[config.mk]
export PLATFORM = sky130hd
export DESIGN_NAME = seg_595_scan_flat
export DESIGN_NICKNAME = d
export VERILOG_FILES = /design/src/rtl/seg_595_scan_if.sv /design/src/rtl/seg_595_scan.sv /design/src/flat_wrapper.sv
export SDC_FILE = /design/constraint.sdc
export NUM_CORES = 1
export LEC_CHECK = 0
export BUFFER_PORTS_ARGS = -buffer_cell sky130_fd_sc_hd__buf_2
export CAP_MARGIN = 20
export CORE_MARGIN = 4
export CORE_UTILIZATION = 35
export DETAILED_ROUTE_END_ITERATION = 10
export HOLD_SLACK_MARGIN = 0.12
export PLACE_DENSITY = 0.59
export SYNTH_ARGS = -nofsm -noshare
export SYNTH_HDL_FRONTEND = slang
export SYNTH_SLANG_ARGS = --single-unit
[constraint.sdc]
create_clock -name sys_clk -period 3.95 [get_ports sys_clk]
set_input_delay 0.79 -clock sys_clk [delete_from_list [all_inputs] [get_ports sys_clk]]
set_output_delay 0.79 -clock sys_clk [all_outputs]
set_load 0.02 [all_outputs]
[src/rtl/seg_595_scan_if.sv]
// Application-side and 74HC595 pin bundle for the scanned display driver.
// The application drives the display fields; the driver drives the pins.
interface seg_595_scan_if #(
   parameter int DIGITS = 6
);
   logic [4*DIGITS-1:0] data;
   logic [DIGITS-1:0]   point;
   logic                lz_en;
   logic                disp_en;
   logic                ds;
   logic                shcp;
   logic                stcp;
   logic                oe;

   modport master (
      output data, point, lz_en, disp_en,
      input  ds, shcp, stcp, oe
   );

   modport slave (
      input  data, point, lz_en, disp_en,
      output ds, shcp, stcp, oe
   );
endinterface

[src/rtl/seg_595_scan.sv]
// Dynamic-scan driver for an N-digit 8-segment display behind a 74HC595 chain:
// one digit per scan tick, {seg, sel} shifted MSB first, then a storage pulse.
module seg_595_scan #(
   parameter int DIGITS         = 6,
   parameter int SCAN_CNT_MAX   = 49_999,
   parameter int SHCP_DIV       = 2,
   parameter bit SEG_ACTIVE_LOW = 1'b1,
   parameter bit SEL_ACTIVE_LOW = 1'b0
) (
   input logic           sys_clk,
   input logic           sys_rst_n,
   seg_595_scan_if.slave bus
);
   localparam int W    = DIGITS + 8;
   localparam int K_W  = (DIGITS > 1) ? $clog2(DIGITS) : 1;
   localparam int B_W  = $clog2(W);
   localparam int SC_W = (SCAN_CNT_MAX > 0) ? $clog2(SCAN_CNT_MAX + 1) : 1;
   localparam int DV_W = $clog2(SHCP_DIV + 1);
   localparam logic [SC_W-1:0] SCAN_LAST = SC_W'(SCAN_CNT_MAX);
   localparam logic [DV_W-1:0] DIV_LAST  = DV_W'(SHCP_DIV - 1);
   localparam logic [K_W-1:0]  K_LAST    = K_W'(DIGITS - 1);
   localparam logic [B_W-1:0]  BIT_TOP   = B_W'(W - 1);

   typedef enum logic [1:0] {
      IDLE     = 2'd0,
      SHIFT_LO = 2'd1,
      SHIFT_HI = 2'd2,
      LATCH    = 2'd3
   } state_t;

   function automatic logic [6:0] hex_to_seg(input logic [3:0] nib);
      logic [6:0] s;
      case (nib)
         4'h0: s = 7'h3F;  4'h1: s = 7'h06;  4'h2: s = 7'h5B;  4'h3: s = 7'h4F;
         4'h4: s = 7'h66;  4'h5: s = 7'h6D;  4'h6: s = 7'h7D;  4'h7: s = 7'h07;
         4'h8: s = 7'h7F;  4'h9: s = 7'h6F;  4'hA: s = 7'h77;  4'hB: s = 7'h7C;
         4'hC: s = 7'h39;  4'hD: s = 7'h5E;  4'hE: s = 7'h79;  4'hF: s = 7'h71;
         default: s = 7'h00;
      endcase
      return s;
   endfunction

   state_t          state_r, state_nxt_s;
   logic [SC_W-1:0] scan_cnt_r;
   logic [DV_W-1:0] div_cnt_r, div_nxt_s;
   logic [B_W-1:0]  bit_r, bit_nxt_s;
   logic [K_W-1:0]  k_r, k_nxt_s;
   logic [W-1:0]    frame_r, frame_nxt_s, frame_s;
   logic            ds_r, shcp_r, stcp_r, oe_r, armed_r;
   logic            ds_nxt_s, shcp_nxt_s, stcp_nxt_s, oe_nxt_s, armed_nxt_s;
   logic            tick_s, div_done_s, upper_zero_s;
   logic [DIGITS-1:0] sel_s;
   logic [3:0]      nibble_s;
   logic [7:0]      seg_hi_s, seg_s;

   assign tick_s     = (scan_cnt_r == SCAN_LAST);
   assign div_done_s = (div_cnt_r == DIV_LAST);

   // Frame word for digit k_r, built from the live inputs and captured at frame start.
   always_comb begin
      upper_zero_s = 1'b1;
      sel_s        = {DIGITS{1'b0}};
      for (int i = 0; i < DIGITS; i++) begin
         upper_zero_s = upper_zero_s & ~((K_W'(i) >= k_r) & (|bus.data[4*i +: 4]));
         sel_s[i]     = (K_W'(i) == k_r);
      end
      nibble_s = bus.data[{k_r, 2'b00} +: 4];
      if (bus.lz_en && (k_r != {K_W{1'b0}}) && upper_zero_s) begin
         seg_hi_s = {bus.point[k_r], 7'h00};
      end else begin
         seg_hi_s = {bus.point[k_r], hex_to_seg(nibble_s)};
      end
      seg_s   = SEG_ACTIVE_LOW ? ~seg_hi_s : seg_hi_s;
      frame_s = {seg_s, (SEL_ACTIVE_LOW ? ~sel_s : sel_s)};
   end

   // Next state plus pin values derived from the next state so the pins are pure flops.
   always_comb begin
      state_nxt_s = state_r;
      div_nxt_s   = div_cnt_r;
      bit_nxt_s   = bit_r;
      k_nxt_s     = k_r;
      frame_nxt_s = frame_r;
      case (state_r)
         IDLE: begin
            if (tick_s) begin
               state_nxt_s = SHIFT_LO;
               div_nxt_s   = {DV_W{1'b0}};
               bit_nxt_s   = BIT_TOP;
               frame_nxt_s = frame_s;
               k_nxt_s     = (k_r == K_LAST) ? {K_W{1'b0}} : k_r + {{(K_W-1){1'b0}}, 1'b1};
            end else begin
               state_nxt_s = IDLE;
            end
         end
         SHIFT_LO: begin
            if (div_done_s) begin
               state_nxt_s = SHIFT_HI;
               div_nxt_s   = {DV_W{1'b0}};
            end else begin
               div_nxt_s = div_cnt_r + {{(DV_W-1){1'b0}}, 1'b1};
            end
         end
         SHIFT_HI: begin
            if (div_done_s) begin
               div_nxt_s = {DV_W{1'b0}};
               if (bit_r == {B_W{1'b0}}) begin
                  state_nxt_s = LATCH;
               end else begin
                  bit_nxt_s   = bit_r - {{(B_W-1){1'b0}}, 1'b1};
                  state_nxt_s = SHIFT_LO;
               end
            end else begin
               div_nxt_s = div_cnt_r + {{(DV_W-1){1'b0}}, 1'b1};
            end
         end
         LATCH: begin
            if (div_done_s) begin
               state_nxt_s = IDLE;
               div_nxt_s   = {DV_W{1'b0}};
            end else begin
               div_nxt_s = div_cnt_r + {{(DV_W-1){1'b0}}, 1'b1};
            end
         end
         default: state_nxt_s = IDLE;
      endcase

      ds_nxt_s   = 1'b0;
      shcp_nxt_s = 1'b0;
      stcp_nxt_s = 1'b0;
      case (state_nxt_s)
         SHIFT_LO: ds_nxt_s = frame_nxt_s[bit_nxt_s];
         SHIFT_HI: begin
            ds_nxt_s   = frame_nxt_s[bit_nxt_s];
            shcp_nxt_s = 1'b1;
         end
         LATCH:    stcp_nxt_s = 1'b1;
         default:  ds_nxt_s = 1'b0;
      endcase

      // Display stays dark until the chain holds a complete, latched frame.
      armed_nxt_s = armed_r | ((state_r == LATCH) & div_done_s);
      oe_nxt_s    = armed_nxt_s ? ~bus.disp_en : 1'b1;
   end

   // State, counters and pin registers.
   always_ff @(posedge sys_clk or negedge sys_rst_n) begin
      if (!sys_rst_n) begin
         state_r    <= IDLE;
         scan_cnt_r <= {SC_W{1'b0}};
         div_cnt_r  <= {DV_W{1'b0}};
         bit_r      <= {B_W{1'b0}};
         k_r        <= {K_W{1'b0}};
         frame_r    <= {W{1'b0}};
         armed_r    <= 1'b0;
         ds_r       <= 1'b0;
         shcp_r     <= 1'b0;
         stcp_r     <= 1'b0;
         oe_r       <= 1'b1;
      end else begin
         state_r    <= state_nxt_s;
         scan_cnt_r <= tick_s ? {SC_W{1'b0}} : scan_cnt_r + {{(SC_W-1){1'b0}}, 1'b1};
         div_cnt_r  <= div_nxt_s;
         bit_r      <= bit_nxt_s;
         k_r        <= k_nxt_s;
         frame_r    <= frame_nxt_s;
         armed_r    <= armed_nxt_s;
         ds_r       <= ds_nxt_s;
         shcp_r     <= shcp_nxt_s;
         stcp_r     <= stcp_nxt_s;
         oe_r       <= oe_nxt_s;
      end
   end

   assign bus.ds   = ds_r;
   assign bus.shcp = shcp_r;
   assign bus.stcp = stcp_r;
   assign bus.oe   = oe_r;
endmodule
[src/flat_wrapper.sv]
// flat-port wrapper written by rule: the top's interface ports become plain ports
module seg_595_scan_flat 
#(
   parameter int DIGITS         = 6,
   parameter int SCAN_CNT_MAX   = 49_999,
   parameter int SHCP_DIV       = 2,
   parameter bit SEG_ACTIVE_LOW = 1'b1,
   parameter bit SEL_ACTIVE_LOW = 1'b0
)
  (sys_clk, sys_rst_n, bus_data, bus_point, bus_lz_en, bus_disp_en, bus_ds, bus_shcp, bus_stcp, bus_oe);
  seg_595_scan_if #(.DIGITS(DIGITS)) bus_i ();
  input logic sys_clk;
  input logic sys_rst_n;
  input wire logic [$bits(bus_i.data)-1:0] bus_data;
  input wire logic [$bits(bus_i.point)-1:0] bus_point;
  input wire logic [$bits(bus_i.lz_en)-1:0] bus_lz_en;
  input wire logic [$bits(bus_i.disp_en)-1:0] bus_disp_en;
  output wire logic [$bits(bus_i.ds)-1:0] bus_ds;
  output wire logic [$bits(bus_i.shcp)-1:0] bus_shcp;
  output wire logic [$bits(bus_i.stcp)-1:0] bus_stcp;
  output wire logic [$bits(bus_i.oe)-1:0] bus_oe;
  assign bus_i.data = bus_data;
  assign bus_i.point = bus_point;
  assign bus_i.lz_en = bus_lz_en;
  assign bus_i.disp_en = bus_disp_en;
  assign bus_ds = bus_i.ds;
  assign bus_shcp = bus_i.shcp;
  assign bus_stcp = bus_i.stcp;
  assign bus_oe = bus_i.oe;
  seg_595_scan #(.DIGITS(DIGITS), .SCAN_CNT_MAX(SCAN_CNT_MAX), .SHCP_DIV(SHCP_DIV), .SEG_ACTIVE_LOW(SEG_ACTIVE_LOW), .SEL_ACTIVE_LOW(SEL_ACTIVE_LOW)) u_core (.sys_clk(sys_clk), .sys_rst_n(sys_rst_n), .bus(bus_i));
endmodule
==> summary.txt, run 1 <==
Status
  – Status: finished clean

Synth
  – Syn Inst Count: 298
  – Synthesized area: 2841 µm²
  – Post-synth ARST share: 1.000
  – Distinct cells, synth: 58
  – Sequential area share after synthesis: 0.4055
  – Synthesis Warnings: 0
  – Syn nets: 345
  – Synth Register Bits: 46
  – Most used DFF post-synth: dfrtp_1
  – Post-synth EDFFs: 0
  – Mean Syn Cell Area: 9.535 µm²

Worst setup path
  – R2R depth: 9
  – Slowest cell delay on critical path: 0.55 ns
  – Crit path max-delay cell type: mux4_2
  – Reg-to-reg endpoint: u_core.bus.ds
  – R2R Setup Slk: 1.28 ns
  – Crit Path Class: reg2reg
  – Crit path arrival time: 2.87 ns
  – Max FO, Critical Path: 19
  – CP Capture Type: register
  – Type of origin of the critical path: register
  – Req. time, crit path: 4.15 ns
  – CP cell instances: buf_4 > mux4_2 > a21oi_2 > ha_1 > mux2i_1 > o32ai_1 > o22ai_1 > a31oi_1 > o22a_1
  – Critical R2R Launch: u_core.k_r[0]

Place
  – Pre-CTS setup slack: 1.069 ns
  – Post-detail-place hpwl: 4319 µm
  – PortBufs: 37
  – GP Congestion: 0.8047
  – Placed Cells: 426

Timing
  – Max_slew headroom: 0.5812
  – Worst setup margin: 1.282 ns
  – Setup TNS: 0 ns
  – Worst slew pin tran: 0.6282 ns
  – Hold_ws: 0.3992 ns
  – Final min period: 2.668 ns
  – Max-slew violation count: 0
  – Clock Skew: 0.008903 ns
  – Final Setup Violations: 0
  – RSZ-0062 raised after global routing: false
  – Maximum clock frequency: 0.3748 GHz
  – Final hold violations: 0
  – Tcrit/Tclk final: 0.6755

Detailed routing
  – # DRC: 0
  – Initial drt markers: 82
  – Vias post-DR: 2246
  – Total iterations of the first detailed-routing run: 4
  – Final WL: 5855 µm
  – WL per Instance: 13.46 µm
  – Number of vias per cell: 5.163
  – Antenna viol nets, final: 0

Finish
  – Layout cell share with drive strength beyond 1: 0.1982
  – Most common cell after layout, fill and taps aside: dfrtp_1
  – NumNets Final: 379
  – Most frequent cells in the layout: 45 x dfrtp_1, 37 x buf_2, 31 x nand2_1, 31 x nor2_1, 19 x mux2i_1
  – Post-layout util: 0.4179
  – P&R area growth vs syn: 14.84%
  – Non-Filler Instances: 435
  – Fillers: 780
  – Footprint of the multi-input gates: 1545 µm²
  – Reg area: 1152 µm²
  – ANT cells: 0

CTS
  – Post-cts resize count: 0
  – Worst skew pair latency: 0.30 ns
  – Hold-fix buffers at CTS: 0
  – # Post-CTS Setup Buffers: 0
  – CTS buffer count: 5
  – H-Tree Depth: 2
  – Clock transition at path regs: 0.09 ns
  – Clk buf depth: 2
  – Sink Count: 46
  – TritonCTS clock tree: yes
  – Root buf cell: clkbuf_8

Global routing
  – Antenna violations before repair: 0
  – First-pass GRT wire length: 10520 µm
  – Vias in the first global route: 2285
  – Gr ovfl total: 0
  – Largest net degree at the start of global routing: 47
  – All-Layer GR Usage: 0.1310

Floorplanning
  – Die area: 9624 µm²
  – CORE AREA: 7807 µm²
  – Starting Density: 0.3639
  – Num rows: 32
  – I/O Pins: 38
  – Die width: 98.10 µm
  – Vert. Die Dim: 98.10 µm

Flow run
  – # Max-Cap Violations: 0

Power
  – Cell Pwr Density: 297.5 nW/µm²
  – Leak pwr: 1.523 nW
  – IR drop worst, VDD: 0.1391 mV

Worst hold path
  – Hold Crit Class: in2async
==> power breakdown <==
| part | switching [mW] | leakage [nW] | internal (mW) |
|---|---|---|---|
| Combinational | 0.0367 | 0.842 | 0.0292 |
| Sequential | 0.00111 | 0.609 | 0.473 |
| Clock | 0.161 | 0.0714 | 0.270 |
| Total | 0.199 | 1.52 | 0.772 |
==> worst max-delay path by stage <==
stage / to / startpoint / cells after the start / slack, ns
6_report: u_core.bus.ds / u_core.k_r[0] / 9 / 1.28
5_1_grt: u_core.bus.ds / u_core.k_r[0] / 9 / 1.05
4_1_cts: u_core.bus.ds / u_core.k_r[0] / 9 / 1.27
3_5_place_dp: u_core.bus.ds / bus_data[20] / 9 / 1.07
3_3_place_gp: u_core.bus.ds / bus_data[20] / 9 / 1.16
2_1_floorplan: u_core.bus.ds / bus_data[20] / 8 / 1.40
==> routing by layer <==
metal | global-route usage | wire [µm] | up-vias
met5 | 0 | 0 | -
met4 | 0.05431 | 100 | 0
met3 | 0.02500 | 242 | 8
met2 | 0.2183 | 2724 | 48
met1 | 0.1666 | 2787 | 1071
li1 | - | - | 1119
==> critical path, delay by kind of cell, from the launching register on <==
family	cells	cell delay [ns]
AO/OA/AOI/OAI	5	0.93
adder cells (fa/ha/maj)	1	0.31
buffers and inverters	1	0.27
flip-flops	1	0.34
multiplexers	2	0.70
==> metrics by stage <==
stage	power, mW	area [µm²]
4_1_cts	0.9800	3243
3_5_place_dp	0.5470	3100
5_1_grt	1.014	3263
3_3_place_gp	0.5459	3100
2_1_floorplan	0.5126	2841
6_report	0.9709	3263
==> area by class of cell <==
cell class | instances | area share
sequential | 46 | 0.3531
clock inverter | 2 | 0.01840
tap | 102 | 0.03911
inverter | 18 | 0.02071
timing repair buffer | 41 | 0.06979
multi-input combinational | 220 | 0.4735
clock buffer | 6 | 0.02531
==> cell usage after synthesis, drive strengths merged (2+ instances only) <==
master / instances / area, µm²
and4bb: 3 / 37.53
a22oi: 3 / 22.52
o22a: 3 / 26.28
o31ai: 4 / 30.03
nor2: 31 / 116.4
inv: 18 / 67.56
dfrtp: 45 / 1126
xnor2: 9 / 97.60
nor2b: 3 / 18.77
mux4: 3 / 67.56
nor4b: 2 / 23.77
o2111ai: 2 / 23.77
clkbuf: 8 / 32.53
nand4: 5 / 37.53
o211ai: 2 / 20.02
a21oi: 13 / 72.57
xor2: 6 / 52.55
a31oi: 5 / 31.28
o21ai: 19 / 95.09
nand2b: 2 / 12.51
mux2i: 19 / 190.2
nand3: 11 / 55.05
nand2: 32 / 122.6
and2: 4 / 27.53
and3: 3 / 18.77
buf: 6 / 43.79
ha: 13 / 162.7
nor4bb: 2 / 20.02
nor3: 3 / 20.02
nor4: 5 / 31.28
==> flip-flops by register name (all words and copies together), names as in the netlist <==
signal	count
u_core.div_cnt_r	2
u_core.state_r	2
u_core.frame_r	14
u_core.scan_cnt_r	16
u_core.bus.stcp	1
u_core.bus.shcp	1
u_core.bus.oe	1
u_core.k_r	3
u_core.bus.ds	1
u_core.armed_r	1
u_core.bit_r	4
==> kinds of logic (layout without fill, tap and decap cells) <==
logic type | after synthesis | in the layout | share of synthesized area
and+or+nand+nor | 111 | 111 | 0.2043
AOI/OAI and AO/OA | 58 | 58 | 0.1334
DFF | 46 | 46 | 0.4055
buffers and inverters | 32 | 67 | 0.05064
muxes | 23 | 23 | 0.09599
xor gates and xnor gates | 15 | 15 | 0.05284
adders and majority gates | 13 | 13 | 0.05724
(Power assumes the default switching activity.)
==> run 2: changes to the inputs <==
- clock period: 3.95 -> 2.5 ns (I/O delays scaled with it)
==> run 2 against run 1 <==
Effect of this change:
- total power rose by 40%
- clock skew fell by 0.0012 ns
- final cell count rose by 3.2%
- first-iteration DRC count rose by 11%
- wire length rose by 1.8%
- register-to-register slack got worse by 1.1 ns
- fmax rose by 14%
- combinational power rose by 61%
- sequential power rose by 58%
- clock-buffer cell count rose by 1
- cell area rose by 2.1%
- critical endpoint unchanged
- largest power group unchanged
==> summary.txt, run 2 (same netlist as run 1, synthesis figures left out) <==
Detailed routing
  – # DRC: 0 (unchanged)
  – Final WL: 5958 µm (was 5855 µm)
  – WL per Instance: 13.27 µm (was 13.46 µm)
  – Initial drt markers: 91 (was 82)
  – Number of vias per cell: 5.073 (was 5.163)
  – Total iterations of the first detailed-routing run: 4 (unchanged)
  – Antenna viol nets, final: 0 (unchanged)
  – Vias post-DR: 2278 (was 2246)

Power
  – IR drop worst, VDD: 0.1826 mV (was 0.1391 mV)
  – Leak pwr: 1.568 nW (was 1.523 nW)
  – Cell Pwr Density: 406.7 nW/µm² (was 297.5 nW/µm²)

Timing
  – Max_slew headroom: 0.5708 (was 0.5812)
  – Final min period: 2.347 ns (was 2.668 ns)
  – Max-slew violation count: 0 (unchanged)
  – Tcrit/Tclk final: 0.9386 (was 0.6755)
  – Worst slew pin tran: 0.6438 ns (was 0.6282 ns)
  – Clock Skew: 0.007728 ns (was 0.008903 ns)
  – RSZ-0062 raised after global routing: false (unchanged)
  – Final Setup Violations: 0 (unchanged)
  – Maximum clock frequency: 0.4262 GHz (was 0.3748 GHz)
  – Final hold violations: 0 (unchanged)
  – Setup TNS: 0 ns (unchanged)

Worst hold path
  – Hold Crit Class: in2async (unchanged)

Floorplanning
  – Die width: 98.10 µm (unchanged)
  – Vert. Die Dim: 98.10 µm (unchanged)
  – Die area: 9624 µm² (unchanged)
  – Num rows: 32 (unchanged)
  – Starting Density: 0.3639 (unchanged)
  – I/O Pins: 38 (unchanged)
  – CORE AREA: 7807 µm² (unchanged)

Global routing
  – Antenna violations before repair: 0 (unchanged)
  – Largest net degree at the start of global routing: 30 (was 47)
  – All-Layer GR Usage: 0.1299 (was 0.1310)
  – Gr ovfl total: 0 (unchanged)
  – First-pass GRT wire length: 10370 µm (was 10520 µm)
  – Vias in the first global route: 2262 (was 2285)

Worst setup path
  – Crit Path Class: reg2reg (unchanged)
  – Crit path max-delay cell type: dfrtp_1 (was mux4_2)
  – CP most frequent cell: mux2i_1
  – CP cell instances: inv_1 > ha_2 > or3b_4 > and2_4 > xnor2_4 > mux2i_1 > mux2i_1 > a21oi_1 > nor2_1 > o22a_1 (was buf_4 > mux4_2 > a21oi_2 > ha_1 > mux2i_1 > o32ai_1 > o22ai_1 > a31oi_1 > o22a_1)
  – Slowest cell delay on critical path: 0.39 ns (was 0.55 ns)
  – Type of origin of the critical path: register (unchanged)
  – Max FO, Critical Path: 4 (was 19)
  – Crit path arrival time: 2.54 ns (was 2.87 ns)
  – CP Capture Type: register (unchanged)
  – R2R Setup Slk: 0.15 ns (was 1.28 ns)
  – Req. time, crit path: 2.69 ns (was 4.15 ns)

Flow run
  – # Max-Cap Violations: 0 (unchanged)

Finish
  – Max reg flops: 16 (unchanged)
  – Most frequent cells in the layout: 45 x dfrtp_1, 37 x buf_2, 31 x nand2_1, 31 x nor2_1, 19 x mux2i_1 (unchanged)
  – Most common cell after layout, fill and taps aside: dfrtp_1 (unchanged)
  – Non-Filler Instances: 449 (was 435)
  – Largest regs: u_core.scan_cnt_r: 16 flops, u_core.frame_r: 14 flops, u_core.bit_r: 4 flops (unchanged)
  – P&R area growth vs syn: 17.22% (was 14.84%)
  – Layout cell share with drive strength beyond 1: 0.2392 (was 0.1982)
  – ANT cells: 0 (unchanged)
  – Final Instance Area: 3331 µm² (was 3263 µm²)
  – Biggest register: u_core.scan_cnt_r (unchanged)
  – NumNets Final: 393 (was 379)

Place
  – Placed Cells: 440 (was 426)
  – Post-detail-place hpwl: 4696 µm (was 4319 µm)
  – Placed cell area: 3206 µm² (was 3100 µm²)
  – GP Congestion: 0.8419 (was 0.8047)
  – PortBufs: 37 (unchanged)

CTS
  – Sink Count: 46 (unchanged)
  – Root buf cell: clkbuf_8 (unchanged)
  – Hold-fix buffers at CTS: 0 (unchanged)
  – CTS buffer count: 5 (unchanged)
  – TritonCTS clock tree: yes (unchanged)
  – Worst skew pair latency: 0.30 ns (about the same)
  – Clock transition at path regs: 0.08 ns (was 0.09 ns)
  – H-Tree Depth: 2 (unchanged)
  – Clk buf depth: 2 (unchanged)

Status
  – Status: finished clean (unchanged)
run 2: cell types whose count changed in the layout (fill, tap and decap cells not counted), sizes merged:
cell	change
clkinv	+1
clkbuf	+1
buf	+14
bufinv	-2
run 2: repair_timing:
action / CTS / global route
setup buffers: 0 / 1
endpoints found under the setup margin: 0 / 1
resized for setup: 0 / 5
run 2: per-stage QoR:
stage	util	power (mW)	setup slack [ns]	hold WS, ns
after CTS	0.4240	1.375	0.1337	0.2356
after global routing	0.4266	1.427	0.009664	0.2695
after floorplan	-	0.8098	0.06504	0.2044
final	0.4266	1.355	0.1535	0.2172
after global placement	0.4106	0.8692	0.1791	0.4439
after detailed placement	0.4106	0.8710	0.1490	0.4510
run 2: critical path, delay by kind of cell, from the launching register on:
family                     cells  cell delay [ns]
DFF                            1             0.39
AOI/OAI and AO/OA              2             0.34
buffers and inverters          1             0.08
xor gates and xnor gates       1             0.26
and+or+nand+nor                3             0.63
adders and majority gates      1             0.20
muxes                          2             0.33
run 2: cell type report:
type	instances	area, µm²
clock buffer	7	96.34
clock inverter	1	8.758
fill	775	4477
inverter	18	67.56
multi-input combinational	220	1558
sequential	46	1152
tap	102	127.6
timing repair buffer	55	320.3
run 2: power breakdown:
group | leakage, nW | internal (mW) | switching, mW | total (mW)
logic | 0.905 | 0.0485 | 0.0577 | 0.106
clock network | 0.0544 | 0.253 | 0.247 | 0.500
registers | 0.609 | 0.747 | 0.00170 | 0.748
run 2: per-layer routing:
metal / wire (µm) / global-route usage / vias up
li1: - / - / 1148
met3: 269 / 0.02143 / 7
met2: 2822 / 0.2188 / 55
met4: 79 / 0.04473 / 0
met1: 2786 / 0.1690 / 1068
met5: 0 / 0 / -
run 2: final timing paths:
kind | start | to | cells past startpoint
worst min register to register | u_core.scan_cnt_r[0] | u_core.scan_cnt_r[0] | 1
worst min-delay path | sys_rst_n | u_core.scan_cnt_r[1] | 1
worst max-delay path | u_core.bit_r[1] | u_core.bus.ds | 10
max in group asynchronous | sys_rst_n | u_core.bus.oe | 2
worst max register to register | u_core.bit_r[1] | u_core.bus.ds | 10
min in group sys_clk | bus_disp_en | u_core.bus.oe | 2
